`src/rtl/ifu_pkg.sv`:
```
// Shared types and constants for the instruction prefetch unit.
// Default widths here match the top-level parameter defaults.
package ifu_pkg;

  localparam int IFU_WORD_SIZE = 16;
  localparam int IFU_ADDR_WIDTH = 16;
  localparam logic ACCESS_WORD = 1'b1;

  typedef enum logic [1:0] {
    IDLE,
    REQ,
    DRAIN,
    HALT
  } state_e;

  typedef struct packed {
    logic [IFU_WORD_SIZE-1:0]  data;
    logic [IFU_ADDR_WIDTH-1:0] pc;
    logic                      err;
  } entry_t;

endpackage

```
`src/rtl/instruction_prefetch_unit_if.sv`:
```
// Memory-side request bus and decode-side fetch handshake
// for the instruction prefetch unit.
interface ifu_mem_if #(
  parameter int WORD_SIZE = 16,
  parameter int ADDR_WIDTH = 16
);
  logic                  mem_en;
  logic                  mem_access_size;
  logic [ADDR_WIDTH-1:0] mem_addr;
  logic                  mem_done;
  logic                  mem_err;
  logic [WORD_SIZE-1:0]  mem_data;

  modport master (
    output mem_en, mem_access_size, mem_addr,
    input  mem_done, mem_err, mem_data
  );
  modport slave (
    input  mem_en, mem_access_size, mem_addr,
    output mem_done, mem_err, mem_data
  );
endinterface

interface ifu_fetch_if #(
  parameter int WORD_SIZE = 16,
  parameter int ADDR_WIDTH = 16
);
  logic                  fetch_valid;
  logic                  fetch_ready;
  logic [WORD_SIZE-1:0]  fetch_data;
  logic [ADDR_WIDTH-1:0] fetch_pc;
  logic                  fetch_err;

  modport master (
    output fetch_valid, fetch_data, fetch_pc, fetch_err,
    input  fetch_ready
  );
  modport slave (
    input  fetch_valid, fetch_data, fetch_pc, fetch_err,
    output fetch_ready
  );
endinterface

```
`src/rtl/ifu_queue.sv`:
```
// Synchronous DEPTH-entry FIFO for prefetched words.
// Flush wins over push and pop in the same cycle.
module ifu_queue
  import ifu_pkg::*;
#(
  parameter int DEPTH = 4,
  parameter type ent_t = entry_t
) (
  input  logic                   clk,
  input  logic                   rst_n,
  input  logic                   push,
  input  logic                   pop,
  input  logic                   flush,
  input  ent_t                   din,
  output ent_t                   dout,
  output logic [$clog2(DEPTH):0] count,
  output logic                   empty,
  output logic                   full
);
  localparam int PW = $clog2(DEPTH);

  ent_t mem_q [DEPTH];
  ent_t mem_d [DEPTH];
  logic [PW-1:0] wr_q, wr_d;
  logic [PW-1:0] rd_q, rd_d;
  logic [PW:0] cnt_q, cnt_d;
  logic do_push, do_pop;

  always_comb begin
    do_push = push & ~full;
    do_pop = pop & ~empty;
    mem_d = mem_q;
    wr_d = wr_q;
    rd_d = rd_q;
    cnt_d = cnt_q;
    if (flush) begin
      wr_d = '0;
      rd_d = '0;
      cnt_d = '0;
    end else begin
      if (do_push) begin
        mem_d[wr_q] = din;
        wr_d = wr_q + PW'(1);
      end
      if (do_pop) begin
        rd_d = rd_q + PW'(1);
      end
      cnt_d = cnt_q + (PW+1)'(do_push)
            - (PW+1)'(do_pop);
    end
  end

  always_ff @(posedge clk or negedge rst_n) begin
    if (!rst_n) begin
      for (int i = 0; i < DEPTH; i++) begin
        mem_q[i] <= '0;
      end
      wr_q <= '0;
      rd_q <= '0;
      cnt_q <= '0;
    end else begin
      mem_q <= mem_d;
      wr_q <= wr_d;
      rd_q <= rd_d;
      cnt_q <= cnt_d;
    end
  end

  assign dout = mem_q[rd_q];
  assign count = cnt_q;
  assign empty = (cnt_q == '0);
  assign full = (cnt_q == (PW+1)'(DEPTH));

endmodule

```
`src/rtl/instruction_prefetch_unit.sv`:
```
// Autonomous instruction prefetcher feeding decode from a small queue.
// Define IFU_PERF_CNT_EN to add fetch_count/flush_count outputs.
module instruction_prefetch_unit
  import ifu_pkg::*;
#(
  parameter int WORD_SIZE = IFU_WORD_SIZE,
  parameter int ADDR_WIDTH = IFU_ADDR_WIDTH,
  parameter int DEPTH = 4,
  parameter logic [ADDR_WIDTH-1:0] RESET_PC = '0
) (
  input  logic                  clk,
  input  logic                  rst_n,
  input  logic                  en,
  input  logic                  redirect,
  input  logic [ADDR_WIDTH-1:0] redirect_pc,
  ifu_mem_if.master             mem,
  ifu_fetch_if.master           fetch,
  output logic                  int_ret
`ifdef IFU_PERF_CNT_EN
  ,
  output logic [31:0]           fetch_count,
  output logic [15:0]           flush_count
`endif
);
  localparam logic [ADDR_WIDTH-1:0] PC_INC =
    ADDR_WIDTH'(WORD_SIZE / 8);
  localparam logic [ADDR_WIDTH-1:0] PC_MARK = '1;
  localparam int CW = $clog2(DEPTH) + 1;

  typedef struct packed {
    logic [WORD_SIZE-1:0]  data;
    logic [ADDR_WIDTH-1:0] pc;
    logic                  err;
  } word_ent_t;

  state_e state_q, state_d;
  logic [ADDR_WIDTH-1:0] next_pc_q, next_pc_d;
  logic [ADDR_WIDTH-1:0] addr_q, addr_d;
  logic [ADDR_WIDTH-1:0] issue_pc;
  logic int_ret_q, int_ret_d;
  logic issue, resp, q_push, q_pop;
  logic q_empty, q_full;
  logic [CW-1:0] q_count;
  word_ent_t q_din, q_dout;

  // A redirect in IDLE issues straight to the new address.
  assign issue_pc = redirect ? redirect_pc : next_pc_q;
  assign issue = (state_q == IDLE) & en
               & (issue_pc != PC_MARK)
               & (redirect | (q_count < CW'(DEPTH)));
  assign resp = mem.mem_done | mem.mem_err;

  always_ff @(posedge clk or negedge rst_n) begin
    if (!rst_n) begin
      state_q <= IDLE;
      next_pc_q <= RESET_PC;
      addr_q <= '0;
      int_ret_q <= 1'b0;
    end else begin
      state_q <= state_d;
      next_pc_q <= next_pc_d;
      addr_q <= addr_d;
      int_ret_q <= int_ret_d;
    end
  end

  always_comb begin
    state_d = state_q;
    unique case (state_q)
      IDLE: if (issue) state_d = REQ;
      REQ: begin
        if (redirect) begin
          state_d = resp ? IDLE : DRAIN;
        end else if (mem.mem_err) begin
          state_d = HALT;
        end else if (mem.mem_done) begin
          state_d = IDLE;
        end
      end
      DRAIN: if (resp) state_d = IDLE;
      HALT: if (redirect) state_d = IDLE;
      default: state_d = IDLE;
    endcase
  end

  always_comb begin
    addr_d = issue ? issue_pc : addr_q;
    next_pc_d = next_pc_q;
    if (redirect) begin
      next_pc_d = redirect_pc;
    end else if ((state_q == REQ) & mem.mem_done
                 & ~mem.mem_err) begin
      next_pc_d = next_pc_q + PC_INC;
    end
    q_push = (state_q == REQ) & resp & ~redirect & ~q_full;
    q_pop = ~q_empty & fetch.fetch_ready;
    q_din.data = mem.mem_err ? '0 : mem.mem_data;
    q_din.pc = addr_q;
    q_din.err = mem.mem_err;
    int_ret_d = ~redirect & (next_pc_q == PC_MARK)
              & q_empty & (state_q == IDLE);
  end

  ifu_queue #(
    .DEPTH (DEPTH),
    .ent_t (word_ent_t)
  ) u_queue (
    .clk   (clk),
    .rst_n (rst_n),
    .push  (q_push),
    .pop   (q_pop),
    .flush (redirect),
    .din   (q_din),
    .dout  (q_dout),
    .count (q_count),
    .empty (q_empty),
    .full  (q_full)
  );

  assign mem.mem_en = (state_q == REQ) | (state_q == DRAIN);
  assign mem.mem_access_size = ACCESS_WORD;
  assign mem.mem_addr = addr_q;
  assign fetch.fetch_valid = ~q_empty;
  assign fetch.fetch_data = q_dout.data;
  assign fetch.fetch_pc = q_dout.pc;
  assign fetch.fetch_err = q_dout.err;
  assign int_ret = int_ret_q;

`ifdef IFU_PERF_CNT_EN
  logic [31:0] fcnt_q, fcnt_d;
  logic [15:0] flcnt_q, flcnt_d;
  logic flush_hit;

  // Flush counts only when a queued or in-flight word is lost.
  assign flush_hit = redirect
                   & ((q_count != '0) | (state_q == REQ));

  always_comb begin
    fcnt_d = fcnt_q;
    flcnt_d = flcnt_q;
    if (q_push & (fcnt_q != '1)) fcnt_d = fcnt_q + 32'd1;
    if (flush_hit & (flcnt_q != '1)) flcnt_d = flcnt_q + 16'd1;
  end

  always_ff @(posedge clk or negedge rst_n) begin
    if (!rst_n) begin
      fcnt_q <= '0;
      flcnt_q <= '0;
    end else begin
      fcnt_q <= fcnt_d;
      flcnt_q <= flcnt_d;
    end
  end

  assign fetch_count = fcnt_q;
  assign flush_count = flcnt_q;
`endif

endmodule
```
`src/flat_wrapper.sv`:
```
// flat-port wrapper written by rule: the top's interface ports become plain ports
module instruction_prefetch_unit_flat import ifu_pkg::*;
#(
  parameter int WORD_SIZE = IFU_WORD_SIZE,
  parameter int ADDR_WIDTH = IFU_ADDR_WIDTH,
  parameter int DEPTH = 4,
  parameter logic [ADDR_WIDTH-1:0] RESET_PC = '0
)
  (clk, rst_n, en, redirect, redirect_pc, int_ret, mem_mem_en, mem_mem_access_size, mem_mem_addr, mem_mem_done, mem_mem_err, mem_mem_data, fetch_fetch_valid, fetch_fetch_data, fetch_fetch_pc, fetch_fetch_err, fetch_fetch_ready);
  ifu_mem_if #(.WORD_SIZE(WORD_SIZE), .ADDR_WIDTH(ADDR_WIDTH)) mem_i ();
  ifu_fetch_if #(.WORD_SIZE(WORD_SIZE), .ADDR_WIDTH(ADDR_WIDTH)) fetch_i ();
  input  logic clk;
  input  logic rst_n;
  input  logic en;
  input  logic redirect;
  input  logic [ADDR_WIDTH-1:0] redirect_pc;
  output logic int_ret;
  output wire logic [$bits(mem_i.mem_en)-1:0] mem_mem_en;
  output wire logic [$bits(mem_i.mem_access_size)-1:0] mem_mem_access_size;
  output wire logic [$bits(mem_i.mem_addr)-1:0] mem_mem_addr;
  input wire logic [$bits(mem_i.mem_done)-1:0] mem_mem_done;
  input wire logic [$bits(mem_i.mem_err)-1:0] mem_mem_err;
  input wire logic [$bits(mem_i.mem_data)-1:0] mem_mem_data;
  output wire logic [$bits(fetch_i.fetch_valid)-1:0] fetch_fetch_valid;
  output wire logic [$bits(fetch_i.fetch_data)-1:0] fetch_fetch_data;
  output wire logic [$bits(fetch_i.fetch_pc)-1:0] fetch_fetch_pc;
  output wire logic [$bits(fetch_i.fetch_err)-1:0] fetch_fetch_err;
  input wire logic [$bits(fetch_i.fetch_ready)-1:0] fetch_fetch_ready;
  assign mem_mem_en = mem_i.mem_en;
  assign mem_mem_access_size = mem_i.mem_access_size;
  assign mem_mem_addr = mem_i.mem_addr;
  assign mem_i.mem_done = mem_mem_done;
  assign mem_i.mem_err = mem_mem_err;
  assign mem_i.mem_data = mem_mem_data;
  assign fetch_fetch_valid = fetch_i.fetch_valid;
  assign fetch_fetch_data = fetch_i.fetch_data;
  assign fetch_fetch_pc = fetch_i.fetch_pc;
  assign fetch_fetch_err = fetch_i.fetch_err;
  assign fetch_i.fetch_ready = fetch_fetch_ready;
  instruction_prefetch_unit #(.WORD_SIZE(WORD_SIZE), .ADDR_WIDTH(ADDR_WIDTH), .DEPTH(DEPTH), .RESET_PC(RESET_PC)) u_core (.clk(clk), .rst_n(rst_n), .en(en), .redirect(redirect), .redirect_pc(redirect_pc), .mem(mem_i), .fetch(fetch_i), .int_ret(int_ret));
endmodule
```
`config.mk`:
```
export PLATFORM = sky130hd
export DESIGN_NAME = instruction_prefetch_unit_flat
export DESIGN_NICKNAME = d
export VERILOG_FILES = /design/src/rtl/ifu_pkg.sv /design/src/rtl/instruction_prefetch_unit_if.sv /design/src/rtl/ifu_queue.sv /design/src/rtl/instruction_prefetch_unit.sv /design/src/flat_wrapper.sv
export SDC_FILE = /design/constraint.sdc
export NUM_CORES = 1
export LEC_CHECK = 0
export CAP_MARGIN = 5
export CORE_MARGIN = 4
export CORE_UTILIZATION = 51
export CTS_CLUSTER_DIAMETER = 150
export DETAILED_ROUTE_END_ITERATION = 8
export PLACE_DENSITY = 0.84
export SLEW_MARGIN = 0
export SYNTH_ARGS = -nofsm -noshare
export SYNTH_HDL_FRONTEND = slang
export SYNTH_SLANG_ARGS = --single-unit
export TNS_END_PERCENT = 100
```
`constraint.sdc`:
```
create_clock -name clk -period 2.76 [get_ports clk]
set_input_delay 0.828 -clock clk [delete_from_list [all_inputs] [get_ports clk]]
set_output_delay 0.828 -clock clk [all_outputs]
set_load 0.05 [all_outputs]
```
==> flow_results.org <==
** Run status
- The run finished with clean final reports.

** GRT
- Tot GR Track Use :: 21.89%
- Number of global-route vias before repair :: 5991
- The initial antenna violation count is 0.
- After global routing the overflow that remains totals 0.
- Wire length of the first global-routing pass :: 31430 µm
- Entering global routing, the biggest net connects 66 pins.

** Power
- IR analysis of the VDD net gives a maximum drop of 620.7 µV.
- Static leakage :: 4.831 nW
- For this design the ratio of total power to cell area is around 1200 nW/µm².

** Timing
- Final hold violations :: 0
- Slew of the pin with the lowest slew margin :: 0.6239 ns
- Final worst-path cycle share :: between 90% and 100%
- Time the worst path needs with I/O delays and setup :: 2.643 ns
- Final setup skew :: 0.006347 ns
- The max-slew violation total from the final report was 0.
- Measured against its own limit, the worst slew margin works out to 58.41%.
- For the final routed database, the setup TNS stands at 0 ns.
- Setup repair after global routing missed its margin :: false
- Setup violations remaining at the end of the flow were counted as 0.
- Static timing analysis puts the maximum clock frequency at 0.3784 GHz.

** Final layout
- Share of layout cells above drive strength 1 :: roughly a quarter
- Syn-to-layout area delta :: 24.72%
- The net count of the finished layout is 818.
- Final std cell area, no fill :: 10510 µm²
- Final design utilization :: about two thirds
- 0 antenna diodes ended up in the layout.
- Most frequent cells in the layout :: dfrtp_1 (173), o21ai_0 (102), nand2_1 (92), mux2_4 (56), clkdlybuf4s50_1 (53)
- Most common cell after layout, fill and taps aside :: dfrtp_1

** Setup path
- Endpoint type of the worst setup path :: output pin
- Worst path arrival time :: 1.82 ns
- CP required :: 1.93 ns
- Worst-case reg-to-reg path depth :: 11
- Largest fanout on the critical path :: 19
- Path type of the worst setup path :: register to output pin
- Type of origin of the critical path :: register

** Detailed routing
- The detail route stage leaves a number of antenna-violating nets equal to 0.
- The routed layout has 5657 vias.
- Dividing the detail-routed via count by the number of cells gives around 5.7.
- Detailed Routing Iterations Pass 1 :: 5
- Number of design-rule violations left by the first detailed-router iteration :: 521
- In the routed design, unresolved DRC markers number 0.
- In the final routed layout, each cell accounts on average for 19.43 µm.
- Post-Route WL :: around 19000 µm

** CTS
- In this run the post-CTS setup repair buffer count came out at 0.
- Clock Latency Late Sink :: 0.43 ns
- Root Buffer Master :: clkbuf_16
- TritonCTS clock tree :: yes
- Bufs on Longest Clock Path :: 2
- Number of clock buffers inserted by TritonCTS :: 17
- Maximum level of the CTS H-tree :: 4
- Clock-pin slew was measured on the worst setup and hold paths at 0.06 ns.
- The clock net in this run drives a total of between 150 and 200 sinks.
- CTS Hold Buffers Added :: 0
- Post-cts repair resize count :: 1

** Die
- Std-Cell Core Area :: about 16000 µm²
- Area enclosed by the die boundary :: around 19000 µm²
- During I/O placement, the number of pins put on the boundary was 92.
- The floorplan has between 40 and 50 rows.
- The die is about 140 µm wide.
- DIE HEIGHT :: 136.5 µm
- Once the floorplan was initialized, standard cells occupied 52.48% of the core.

** Placement
- RePlAce Congestion :: slightly above 0.9
- Input and output buffers added on the ports amount to 90.
- Once placement finished, the instance area stood at 9917 µm².
- After legalization and detailed placement, the total HPWL measured 12980 µm.

** Worst hold path
- The tightest min-delay check is of the input port to asynchronous set/reset pin type.

** Synth
- Number of warning messages in the yosys log :: 0
- The biggest area contributor in the post-synthesis netlist is dfrtp_1.
- Number of flops mapped to enable cells by yosys :: 0
- Sorting the synthesized cells by area gives the leading types as dfrtp_1 (52%), mux2_4 (10%), mux4_2 (8.8%), o21ai_0 (6.1%), nand2_1 (4.1%).
- The synthesized netlist occupies a cell area of 8427 µm².
- Ys async rst share :: 100.0%
- Syn Inst Count :: 685
- Synth Net Count :: 736
- Of the post-synthesis cell area, the dominant cell type holds 51.67%.
- Proportion of synthesized chip area in sequential cells :: 51.67%
- For this run, the leading register cell type out of synthesis is dfrtp_1.
- Counting flops and latches in the post-synthesis netlist gives 174.
- In this run, distinct cell masters in the synthesized netlist total 46.
- In this run the mean area of a mapped cell was between 10 and 15 µm².

** Run
- Count of maximum capacitance violations :: 0
## cell usage after synthesis (2+ instances only)
cell,count
a21oi_1,3
and2_1,3
and4_1,2
buf_2,3
buf_4,18
buf_6,10
clkbuf_1,25
dfrtp_1,174
ha_1,11
inv_1,24
mux2_1,8
mux2_2,11
mux2_4,56
mux2i_1,6
mux4_2,33
nand2_1,92
nand2_4,4
nand2b_1,18
nand3_1,11
nand4_1,4
nor2_1,16
nor3_1,6
nor3b_1,2
nor4_1,3
nor4b_1,2
o21ai_0,102
o311ai_0,2
or3_1,2
xnor2_1,15
xor2_1,3
## sequential cells by signal, indices dropped and copies added (netlist names)
| signal | cells |
|---|---|
| u_core.u_queue.count | 3 |
| u_core.int_ret | 1 |
| u_core.u_queue.mem_q | 132 |
| u_core.next_pc_q | 16 |
| u_core.u_queue.rd_q | 2 |
| u_core.u_queue.wr_q | 2 |
| u_core.mem.mem_addr | 16 |
| u_core.state_q | 2 |
## cell type report
class,instances,area [µm²]
clock buffers,22,454.2
clock inverters,8,140.1
fillers,1089,5548
inverters,24,90.09
multi-input cells,431,3633
flip-flops and latches,174,4355
well taps,216,270.3
repair buffers,119,1567
## critical path: stages, from the launching register on
cell     delay (ns)
dfrtp_2        0.41
buf_12         0.21
mux4_2         0.58
buf_12         0.18
## metrics by stage
stage,hold slack (ns),instances,power [W],setup slack [ns]
final,0.3804,994,0.01215,0.1170
after global routing,0.4344,994,0.01266,0.05506
after CTS,0.4044,994,0.01224,0.08119
after detailed placement,0.4675,964,0.009754,-0.09302
after global placement,0.4564,964,0.009565,-0.04538
after floorplan,0.4446,685,0.007434,-0.03834
## metal layers
metal	vias up	global-route usage (%)	wire [µm]
li1	2537	-	-
met3	38	3.713	823
met2	177	36.69	10020
met4	0	8.175	392
met1	2905	28.81	8082
met5	-	0	0
## report_power, final
group | total (W) | switching (W) | internal, W
logic | 0.00582 | 0.00302 | 0.00279
clock network | 0.00245 | 0.000927 | 0.00152
registers | 0.00389 | 0.000617 | 0.00327
## kinds of logic after synthesis
kind of cell | after synthesis | share of synthesized area [%]
AND/OR/NAND/NOR | 172 | 9.948
other | 1 | 0.04450
AO/OA/AOI/OAI | 114 | 7.246
XOR/XNOR | 18 | 1.871
flip-flops | 174 | 51.67
adder cells (fa/ha/maj) | 12 | 1.871
buffers and inverters | 80 | 5.301
multiplexers | 114 | 22.05
## path summary, 6_finish.rpt
| kind | from | to | slack [ns] |
|---|---|---|---|
| setup reg to reg | u_core.state_q[1] | u_core.u_queue.count[1] | 0.37 |
| hold / removal | rst_n | u_core.u_queue.mem_q[59] | 0.38 |
| max in group asynchronous | rst_n | u_core.u_queue.mem_q[112] | 1.63 |
| setup / recovery | u_core.u_queue.rd_q[0] | fetch_fetch_pc[6] | 0.12 |
| hold reg to reg | u_core.u_queue.mem_q[120] | u_core.u_queue.mem_q[120] | 0.48 |
| min in group clk | u_core.u_queue.mem_q[120] | u_core.u_queue.mem_q[120] | 0.48 |
No activity file was read; power rests on OpenSTA's default activity.
